--- config.mk ---
export PLATFORM = sky130hd
export DESIGN_NAME = thin_sequencer_flat
export DESIGN_NICKNAME = d
export VERILOG_FILES = /design/src/rtl/thin_sequencer_if.sv /design/src/rtl/thin_sequencer.sv /design/src/flat_wrapper.sv
export SDC_FILE = /design/constraint.sdc
export NUM_CORES = 1
export LEC_CHECK = 0
export CAP_MARGIN = 20
export CORE_MARGIN = 2
export CORE_UTILIZATION = 51
export CTS_CLUSTER_DIAMETER = 200
export CTS_CLUSTER_SIZE = 14
export DETAILED_ROUTE_END_ITERATION = 12
export GPL_ROUTABILITY_DRIVEN = 0
export PLACE_DENSITY = 0.72
export SYNTH_ARGS = -nofsm -noshare
export SYNTH_HDL_FRONTEND = slang
export SYNTH_SLANG_ARGS = --single-unit
--- constraint.sdc ---
create_clock -name clk -period 2.75 [get_ports clk]
set_input_delay 0.275 -clock clk [delete_from_list [all_inputs] [get_ports clk]]
set_output_delay 0.275 -clock clk [all_outputs]
set_load 0.05 [all_outputs]
--- src/rtl/thin_sequencer_if.sv ---
// Thinner-side handshake between the pass sequencer and the thinner core.
// The sequencer is the master: it launches passes and consumes pixel writes.
interface thin_sequencer_if;
    logic thinner_start;
    logic thinner_done;
    logic pix_we;
    logic pix_data;

    modport master (
        output thinner_start,
        input  thinner_done,
        input  pix_we,
        input  pix_data
    );

    modport slave (
        input  thinner_start,
        output thinner_done,
        output pix_we,
        output pix_data
    );
endinterface

--- src/rtl/thin_sequencer.sv ---
// Pass scheduler for iterative thinning: launches passes, ping-pongs buffers,
// counts set pixels per pass and stops on convergence, pass limit or watchdog.
module thin_sequencer #(
    parameter int MAX_PASSES = 16,
    parameter int TIMEOUT    = 2500000,
    parameter int PIX_W      = 19
) (
    input  logic             clk,
    input  logic             reset,
    input  logic             start,
    input  logic             abort,
    output logic             busy,
    output logic             done,
    output logic             error,
    output logic             converged,
    output logic [7:0]       pass_count,
    output logic [PIX_W-1:0] last_pixels,
    output logic             buf_sel,
    thin_sequencer_if.master th
);

    localparam int WD_W = $clog2(TIMEOUT + 1);

    typedef enum logic [2:0] {
        IDLE,
        LAUNCH,
        WAIT,
        EVAL,
        FINISH
    } state_t;

    state_t           state;
    state_t           state_nx;
    logic [PIX_W-1:0] pix_cnt;
    logic [PIX_W-1:0] prev_pix;
    logic [WD_W-1:0]  wd;
    logic             wd_err;
    logic             same;
    logic             limit;
    logic             expire;

    assign same   = (pix_cnt == prev_pix);
    assign limit  = (pass_count == 8'(MAX_PASSES - 1));
    assign expire = (wd == WD_W'(TIMEOUT - 1));

    always_ff @(posedge clk or negedge reset) begin
        if (!reset) state <= IDLE;
        else        state <= state_nx;
    end

    always_comb begin
        state_nx = state;
        unique case (state)
            IDLE: begin
                if (start) state_nx = LAUNCH;
            end
            LAUNCH: begin
                state_nx = abort ? FINISH : WAIT;
            end
            WAIT: begin
                if (abort)             state_nx = FINISH;
                else if (th.thinner_done) state_nx = EVAL;
                else if (expire)       state_nx = FINISH;
            end
            EVAL: begin
                if (abort || same || limit) state_nx = FINISH;
                else                        state_nx = LAUNCH;
            end
            FINISH: begin
                state_nx = IDLE;
            end
            default: begin
                state_nx = IDLE;
            end
        endcase
    end

    always_ff @(posedge clk or negedge reset) begin
        if (!reset) begin
            busy             <= 1'b0;
            done             <= 1'b0;
            error            <= 1'b0;
            converged        <= 1'b0;
            pass_count       <= '0;
            last_pixels      <= '0;
            buf_sel          <= 1'b0;
            th.thinner_start <= 1'b0;
            pix_cnt          <= '0;
            prev_pix         <= '1;
            wd               <= '0;
            wd_err           <= 1'b0;
        end else begin
            th.thinner_start <= (state == LAUNCH) && !abort;
            busy             <= (state_nx != IDLE);
            done             <= (state == FINISH) && !wd_err;
            error            <= (state == FINISH) && wd_err;
            unique case (state)
                IDLE: begin
                    if (start) begin
                        pass_count <= '0;
                        pix_cnt    <= '0;
                        wd         <= '0;
                        prev_pix   <= '1;
                        buf_sel    <= 1'b0;
                        converged  <= 1'b0;
                        wd_err     <= 1'b0;
                    end
                end
                LAUNCH: begin
                    pix_cnt <= '0;
                    wd      <= '0;
                end
                WAIT: begin
                    if (th.pix_we && th.pix_data && pix_cnt != '1)
                        pix_cnt <= pix_cnt + PIX_W'(1);
                    wd <= wd + WD_W'(1);
                    // expiry only counts as an error if nothing else ends the pass
                    if (!abort && !th.thinner_done && expire)
                        wd_err <= 1'b1;
                end
                EVAL: begin
                    last_pixels <= pix_cnt;
                    pass_count  <= pass_count + 8'd1;
                    buf_sel     <= ~buf_sel;
                    prev_pix    <= pix_cnt;
                    converged   <= same && !abort;
                end
                FINISH: begin
                end
                default: begin
                end
            endcase
        end
    end

endmodule

--- src/flat_wrapper.sv ---
// flat-port wrapper written by rule: the top's interface ports become plain ports
module thin_sequencer_flat 
#(
    parameter int MAX_PASSES = 16,
    parameter int TIMEOUT    = 2500000,
    parameter int PIX_W      = 19
)
  (clk, reset, start, abort, busy, done, error, converged, pass_count, last_pixels, buf_sel, th_thinner_start, th_thinner_done, th_pix_we, th_pix_data);
  thin_sequencer_if th_i ();
  input  logic clk;
  input  logic reset;
  input  logic start;
  input  logic abort;
  output logic busy;
  output logic done;
  output logic error;
  output logic converged;
  output logic [7:0] pass_count;
  output logic [PIX_W-1:0] last_pixels;
  output logic buf_sel;
  output wire logic [$bits(th_i.thinner_start)-1:0] th_thinner_start;
  input wire logic [$bits(th_i.thinner_done)-1:0] th_thinner_done;
  input wire logic [$bits(th_i.pix_we)-1:0] th_pix_we;
  input wire logic [$bits(th_i.pix_data)-1:0] th_pix_data;
  assign th_thinner_start = th_i.thinner_start;
  assign th_i.thinner_done = th_thinner_done;
  assign th_i.pix_we = th_pix_we;
  assign th_i.pix_data = th_pix_data;
  thin_sequencer #(.MAX_PASSES(MAX_PASSES), .TIMEOUT(TIMEOUT), .PIX_W(PIX_W)) u_core (.clk(clk), .reset(reset), .start(start), .abort(abort), .busy(busy), .done(done), .error(error), .converged(converged), .pass_count(pass_count), .last_pixels(last_pixels), .buf_sel(buf_sel), .th(th_i));
endmodule
==> results.md, run 1 <==
- Setup bufs post-CTS: 0
- Most common cell after layout, fill and taps aside: nand2_1
- WL per Instance: 15.7 µm
- Synth Area in Adders: 0.00815
- Vias in the first global route: 3414
- HPWL Detailed: 6690 µm
- Most frequent cells in the layout: nand2_1, dfrtp_1, nor2_1
- Synth Instances: 472
- Max Fanout on Critical Path: 15
- Setup TNS: 0 ns
- Period utilization: 0.827
- Share of layout cells above drive strength 1: 0.104
- Most used DFF post-synth: dfrtp_1
- Gr ovfl total: 0
- Die area: 0.00981 mm²
- Reg power frac: 0.472
- RSZ-0062 raised after global routing: false
- Hold-fix buffer count after cts: 1
- Pwr Total: 4200 µW
- Yosys reg bits: 97
- Rel. slew slack: 0.506
- Largest family of logic cells by synthesized area: simple AND/OR/NAND/NOR gates
- Startpoint Class: flip-flop
- Die Wd: 99.0 µm
- Max Slew Vio Count: 0
- Worst setup path class: flip-flop to flip-flop
- Total track usage: 0.213
- Power per Cell Area: 790 mW/mm²
- Cell Area, Synth: 0.00461 mm²
- Fmax achieved: 0.439 GHz
- Required @ worst endpoint: 2.97 ns
- Area Growth Syn to Fin: 15.5%
- Aggregate routed wire length: 9750 µm
- Area fraction in and, or, nand and nor cells after synthesis: 0.231
- Root Buffer Master: clkbuf_8
- Worst-path clk slew: 0.10 ns
- Peak VDD IR: 0.419 mV
- Cell Int Power: 2670 µW
- Detailed Routing Iterations Pass 1: 5
- Compound-Gate Fraction of Synth Area: 0.121
- Number of nets still failing antenna checks after routing: 0
- Xor and xnor area share after synthesis: 0.0761
- Max clock buf depth: 2
- Final Hold Fails: 0
- Gate power share: 0.314
- Die height: 99.0 µm
- Vias: 3598
- Max Cap Viol: 0
- Starting Density: 0.528
- Status: completed
- Core area: 0.00872 mm²
- Critical Path Sink Type: flip-flop
- Number of antenna violations at the first check in global routing: 0
- Synth Area per Inst: 9.76 µm²
- First-pass GRT wire length: 16900 µm
- Clock skew: 0.0141 ns
- # IOs: 40
- Netlist cell types: 51
- Crit path time final: 2.28 ns
- CTS HTree Levels: 3
- Pin count of the biggest net entering global routing: 52
- Final #Nets: 517
- YS warnings: 0
- Post-Synthesis Net Count: 482
- Sequential area share after synthesis: 0.532
- Post-synthesis mux area share: 0.00217
- Vias/cell: 5.80
- Async SR Flop Fraction: 1.00
- Worst-Margin Slew: 0.740 ns
- I/O Buffers: 39
- Crit path DAT: 2.50 ns
- Clock share of power: 0.214
- Initial DRC count: 223
- Hold Crit Class: primary input to async pin
- Lkg Pwr: 0.00224 µW
- DR DRC count: 0
- Sw Share: 0.364
- Clock sink count: 97
- Row cnt: 34
- Post_cts resized: 0
- Ant. Diodes: 0
- CTS tree: yes
- Final setup violation count: 0
- Clk_lat worst skew: 0.36 ns
- Post-synth EDFFs: 0
- Sw Pwr: 1530 µW
- Num CTS Buffers: 9
==> through the flow <==
stage                     hold slack [ns]  setup slack, ns  instances  area [µm²]  utilization
after global placement              0.347            0.565        603        5120        0.587
after detailed placement            0.345            0.334        603        5120        0.587
after global routing                0.502            0.337        620        5320        0.610
after CTS                           0.463            0.461        620        5320        0.610
final                               0.464            0.474        620        5320        0.610
after floorplan                   -0.0206            0.863        472        4610            -
==> cell families (layout without fill, tap and decap cells) <==
family | count (synthesis) | in the layout
and+or+nand+nor | 214 | 214
DFF | 97 | 97
AOI/OAI and AO/OA | 82 | 82
xor gates and xnor gates | 40 | 40
buffers and inverters | 35 | 75
adders and majority gates | 3 | 3
muxes | 1 | 1
==> layout make-up <==
type                    instances  area, µm²
inverters                       8       30.0
flip-flops and latches         97       2450
multi-input cells             340       2020
clock inverters                 5       57.6
fillers                       753       3400
clock buffers                  11        131
well taps                     108        135
repair buffers                 51        493
==> final timing paths <==
path	start	to	slack [ns]	cells past startpoint
worst max-delay path	u_core.state[1]	u_core.pix_cnt[7]	0.47	5
worst min-delay path	reset	u_core.last_pixels[10]	0.46	2
worst max register to register	u_core.state[1]	u_core.pix_cnt[7]	0.47	5
worst min register to register	u_core.wd_err	u_core.done	0.47	1
max in group asynchronous	reset	u_core.prev_pix[3]	1.55	3
min in group clk	u_core.wd_err	u_core.done	0.47	1
==> registers in the layout (all words and copies together) (netlist names) <==
| register | cells |
|---|---|
| u_core.wd | 22 |
| u_core.last_pixels | 19 |
| u_core.pix_cnt | 19 |
| u_core.prev_pix | 19 |
| u_core.pass_count | 8 |
| u_core.state | 3 |
| u_core.buf_sel | 1 |
| u_core.busy | 1 |
| u_core.converged | 1 |
| u_core.done | 1 |
| u_core.error | 1 |
| u_core.th.thinner_start | 1 |
| u_core.wd_err | 1 |
==> cells in the mapped netlist (3+ instances only) <==
master,n,share of area
nand4_1,22,0.030
nand3_1,16,0.017
nor4_1,7,0.0095
o22a_1,17,0.032
or3_1,7,0.0095
buf_1,3,0.0024
dfrtp_1,78,0.42
inv_1,8,0.0065
and3_1,5,0.0068
nand3b_1,3,0.0049
nor3_1,4,0.0043
clkbuf_1,21,0.017
and4_1,6,0.011
xor2_1,17,0.032
a31oi_1,3,0.0041
ha_1,3,0.0082
xnor2_1,23,0.044
nor2_1,40,0.033
o21ai_0,26,0.028
dfstp_2,19,0.11
nand2_1,88,0.072
o31ai_1,3,0.0049
a21oi_1,14,0.015
or4_1,3,0.0049
==> worst max-delay path, cell delays in order, from the launching register on <==
cell and delay [ns]:
dfrtp_1 0.65, or3b_4 0.48, nor4_4 0.41, a21o_1 0.38, or3_1 0.17, a21oi_1 0.06
==> routing by layer <==
metal	track usage	routed length (µm)
met3	0.0418	408
met5	0	0
met1	0.315	4760
met2	0.316	4390
met4	0.0738	190
==> power groups by stage <==
stage / combinational, µW / clock, µW / sequential [µW]
floorplan: 766 / 0 / 2150
global placement: 1300 / 0 / 1990
detailed placement: 1330 / 0 / 2010
CTS: 1330 / 916 / 1980
global route: 1450 / 984 / 2020
finish: 1320 / 901 / 1980
(Power assumes the default switching activity.)
==> run 2: changes to the inputs <==
PLACE_DENSITY = 0.75   (was 0.72)
clock period = 1.85 ns   (was 2.75 ns; I/O delays follow)
==> results.md, run 2 (synthesis results as in run 1) <==
- Num CTS Buffers: 9
- HPWL Detailed: 7730 µm
- Crit path DAT: 2.22 ns
- Total track usage: 0.237
- Met1 Track Usage GR: 0.322
- Startpoint Class: flip-flop
- # IOs: 40
- Clk_lat worst skew: 0.37 ns
- Root Buffer Master: clkbuf_8
- Max clock buf depth: 2
- Flop2flop setup slack: -0.14 ns
- Detailed Routing Iterations Pass 1: 4
- Die Wd: 99.0 µm
- Worst setup path startpoint: u_core.prev_pix[7]
- DR DRC count: 0
- Core Util, Final: 0.690
- Number of antenna violations at the first check in global routing: 0
- Critical Path Sink Type: flip-flop
- Crit path time final: 1.99 ns
- Aggregate routed wire length: 11500 µm
- Worst-Margin Slew: 0.514 ns
- Final Hold Fails: 0
- Power per Cell Area: 1150 mW/mm²
- Clock skew: 0.0129 ns
- Cells after DPL: 657
- Max Cap Viol: 0
- Worst slack, placed: -0.297 ns
- I/O Buffers: 39
- Peak VDD IR: 0.609 mV
- Ant. Diodes: 0
- Worst r2r src: u_core.prev_pix[7]
- Vias: 3925
- Finished Layout Cells: 679
- FF-to-FF End: u_core.state[2]
- GRT Max-Usage Layer: met2
- Core area: 0.00872 mm²
- Die area: 0.00981 mm²
- Worst setup path class: flip-flop to flip-flop
- M3 GR Usage: 0.0433
- Most frequent cells in the layout: nand2_1, dfrtp_1, buf_4
- Gr ovfl total: 0
- Pin count of the biggest net entering global routing: 36
- Initial DRC count: 287
- Largest register FFs: 22
- Failing checks: negative setup slack
- First-pass GRT wire length: 18700 µm
- Area Growth Syn to Fin: 30.6%
- Row cnt: 34
- Period utilization: 1.07
- Hold Crit Class: primary input to async pin
- Number of nets still failing antenna checks after routing: 0
- Max Slew Vio Count: 0
- Vias/cell: 5.78
- Setup ws final: -0.136 ns
- RSZ-0062 raised after global routing: true
- CTS HTree Levels: 3
- Die height: 99.0 µm
- Worst-path clk slew: 0.10 ns
- Final #Nets: 576
- Share of layout cells above drive strength 1: 0.247
- CTS tree: yes
- R2r worst-path depth: 5
- Lkg Pwr: 0.00268 µW
- Starting Density: 0.528
- Fmax achieved: 0.504 GHz
- Status: finished, violations left
- Most common cell after layout, fill and taps aside: nand2_1
- Biggest register: u_core.wd
- WL per Instance: 17.0 µm
- Max Fanout on Critical Path: 3
- Setup TNS: -0.417 ns
- Required @ worst endpoint: 2.09 ns
- Final setup violation count: 8
- Clock sink count: 97
- Vias in the first global route: 3768
- Rel. slew slack: 0.656
- Grt met2 use: 0.394
run 2: worst max path at each step:
| stage | end | slack, ns | cells after the start |
|---|---|---|---|
| 3_3_place_gp | u_core.state[2] | -0.17 | 6 |
| 3_5_place_dp | u_core.state[2] | -0.30 | 6 |
| 2_1_floorplan | u_core.pix_cnt[5] | 0.003 | 7 |
| 6_report | u_core.state[2] | -0.14 | 5 |
| 4_1_cts | u_core.pix_cnt[15] | -0.05 | 5 |
| 5_1_grt | u_core.state[2] | -0.18 | 5 |
run 2: per-stage QoR:
| step | area [µm²] | power, µW | hold slack (ns) |
|---|---|---|---|
| global route | 6020 | 7270 | 0.341 |
| CTS | 5820 | 6710 | 0.321 |
| global placement | 5560 | 5220 | 0.171 |
| detailed placement | 5560 | 5300 | 0.173 |
| finish | 6020 | 6920 | 0.304 |
| floorplan | 4610 | 4340 | -0.111 |
run 2: layout make-up:
type	count	area (µm²)
fillers	643	2700
clock buffers	11	141
clock inverters	5	55.1
flip-flops and latches	97	2450
multi-input cells	340	2190
well taps	108	135
repair buffers	110	1010
inverters	8	30.0
run 2: metal layers:
metal	part of all wire	vias to the layer above
li1	-	1852
met1	0.43	1943
met2	0.52	114
met3	0.039	16
met4	0.0099	0
met5	0	-
run 2: power by group:
group	internal [µW]	switching, µW	leakage [µW]
clock	658	738	0.0000953
sequential	2630	296	0.00128
combinational	1090	1510	0.00131
total	4380	2550	0.00268
run 2: timing repair:
action | CTS | global route
gates resized for setup | 12 | 32
hold buffers | 1 | 0
endpoints found under the setup margin | 15 | 25
setup buffers | 0 | 6
hold endpoints to repair | 26 | 0
cloned | 0 | 0
pin swaps | 7 | 11
run 2: critical path, cell delays in order (launching register included):
cell	delay, ns
dfstp_2	0.57
xnor2_2	0.13
nand4_1	0.15
nor4_2	0.36
nand4_1	0.25
a2111oi_2	0.40
==> run 3: changes to the inputs <==
CORE_MARGIN = 4   (was 2)
TNS_END_PERCENT = 1   (was unset)
==> results.md, run 3 (synthesis results as in run 1) <==
- Status: finished, violations left
- Failing checks: negative setup slack
- FF-to-FF End: u_core.state[2]
- Starting Density: 0.526
- Ant. Diodes: 0
- CTS HTree Levels: 3
- Total track usage: 0.220
- Pwr Total: 6850 µW
- Hold_ws: 0.405 ns
- Flop2flop setup slack: -0.21 ns
- Die height: 103 µm
- Gr ovfl total: 0
- Aggregate routed wire length: 11300 µm
- Fmax achieved: 0.485 GHz
- Worst r2r src: u_core.prev_pix[6]
- Required @ worst endpoint: 2.07 ns
- Most frequent cells in the layout: nand2_1, dfrtp_1, buf_4
- First-pass GRT wire length: 18500 µm
- Rel. slew slack: 0.656
- Clock skew: 0.0126 ns
- Worst-Margin Slew: 0.515 ns
- WL per Instance: 16.7 µm
- Number of nets still failing antenna checks after routing: 0
- Setup ws final: -0.211 ns
- Worst-path clk slew: 0.10 ns
- Vias/cell: 5.78
- Critical-path cell list: xnor2_1 -> nand4_1 -> nor4_2 -> buf_4 -> nand4_1 -> a2111oi_2
- Pin count of the biggest net entering global routing: 98
- Filler cells: 664
- Core area: 0.00876 mm²
- Post-route cell area: 0.00594 mm²
- Crit path time final: 2.06 ns
- CTS tree: yes
- Final setup violation count: 15
- Critical Path Sink Type: flip-flop
- Initial DRC count: 268
- Worst setup path class: flip-flop to flip-flop
- Max Cap Viol: 0
- Lkg Pwr: 0.00265 µW
- Startpoint Class: flip-flop
- Clk_lat worst skew: 0.35 ns
- Num CTS Buffers: 9
- WP buf/inv: 1
- Detailed Routing Iterations Pass 1: 5
- Die Wd: 103 µm
- Number of antenna violations at the first check in global routing: 0
- Final Hold Fails: 0
- Crit path DAT: 2.28 ns
- Worst slack, placed: -0.362 ns
- Final #Nets: 576
- Power per Cell Area: 1150 mW/mm²
- Hold Crit Class: primary input to async pin
- Clock sink count: 97
- CP max stage cell: dfstp_2
- # IOs: 40
- Biggest register: u_core.wd
- Period utilization: 1.11
- Root Buffer Master: clkbuf_8
- Vias in the first global route: 3880
- Max Fanout on Critical Path: 3
- Largest register FFs: 22
- Peak VDD IR: 0.901 mV
- Row cnt: 34
- Die area: 0.0106 mm²
- Area Growth Syn to Fin: 29.0%
- Vias: 3927
- Max Slew Vio Count: 0
- Share of layout cells above drive strength 1: 0.233
- DR DRC count: 0
- Multi-input logic area: 0.00213 mm²
- Placement Cell Area: 0.00553 mm²
- Max clock buf depth: 2
- I/O Buffers: 39
- Most common cell after layout, fill and taps aside: nand2_1
- RSZ-0062 raised after global routing: true
- Largest stage delay, worst path: 0.55 ns
- Cell mode on critical path: nand4_1
- CP top delay family: simple AND/OR/NAND/NOR gates
- HPWL Detailed: 7770 µm
- Sequential Area: 0.00245 mm²
- R2r worst-path depth: 6
[run 3: what timing repair did]
item | in CTS | in global routing
hold endpoints to repair | 78 | 0
pin swaps | 12 | 2
hold buffers | 1 | 0
endpoints found under the setup margin | 13 | 42
cloned | 0 | 0
resized for setup | 12 | 19
buffers inserted | 6 | 0
[run 3: per-stage QoR]
stage,setup TNS (ns),util,instances
6_report,-1.19,0.678,679
5_1_grt,-2.62,0.678,679
4_1_cts,-0.620,0.667,679
3_5_place_dp,-3.16,0.631,656
3_3_place_gp,-1.42,0.631,656
2_1_floorplan,0,-,472
[run 3: cell type report]
class,instances,area share
Clock inverter,6,0.0152
Sequential cell,97,0.413
Multi-Input combinational cell,340,0.359
Inverter,8,0.00506
Timing Repair Buffer,110,0.163
Clock buffer,10,0.0215
Tap cell,108,0.0228
[run 3: power by group]
| part | switching (µW) | total, µW | leakage [µW] | internal (µW) |
|---|---|---|---|---|
| Combinational | 1440 | 2410 | 0.00126 | 974 |
| Sequential | 297 | 2930 | 0.00128 | 2630 |
| Clock | 744 | 1510 | 0.000107 | 768 |
| Total | 2480 | 6850 | 0.00265 | 4370 |
[run 3: tightest hold or removal path: cells and delay by family]
kind | cells | cell delay [ns]
buffers and inverters | 3 | 1.02
[run 3: worst max path at each step]
stage                       start  depth (start not counted)  slack [ns]                 to
5_1_grt        u_core.prev_pix[6]                          6       -0.29    u_core.state[2]
4_1_cts           u_core.state[0]                          6       -0.09  u_core.pix_cnt[9]
6_report       u_core.prev_pix[6]                          6       -0.21    u_core.state[2]
3_5_place_dp      th_thinner_done                          6       -0.36    u_core.state[2]
2_1_floorplan     u_core.state[0]                          7       0.003  u_core.pix_cnt[5]
3_3_place_gp      th_thinner_done                          6       -0.19    u_core.state[2]
[run 3: metal layers]
| metal | vias up | wire length, µm | part of all wire | global-route usage |
|---|---|---|---|---|
| met5 | - | 0 | 0 | 0 |
| met4 | 0 | 197 | 0.017 | 0.0697 |
| met3 | 21 | 537 | 0.047 | 0.0365 |
| met2 | 117 | 5450 | 0.48 | 0.359 |
| met1 | 1940 | 5120 | 0.45 | 0.302 |
| li1 | 1849 | - | - | - |
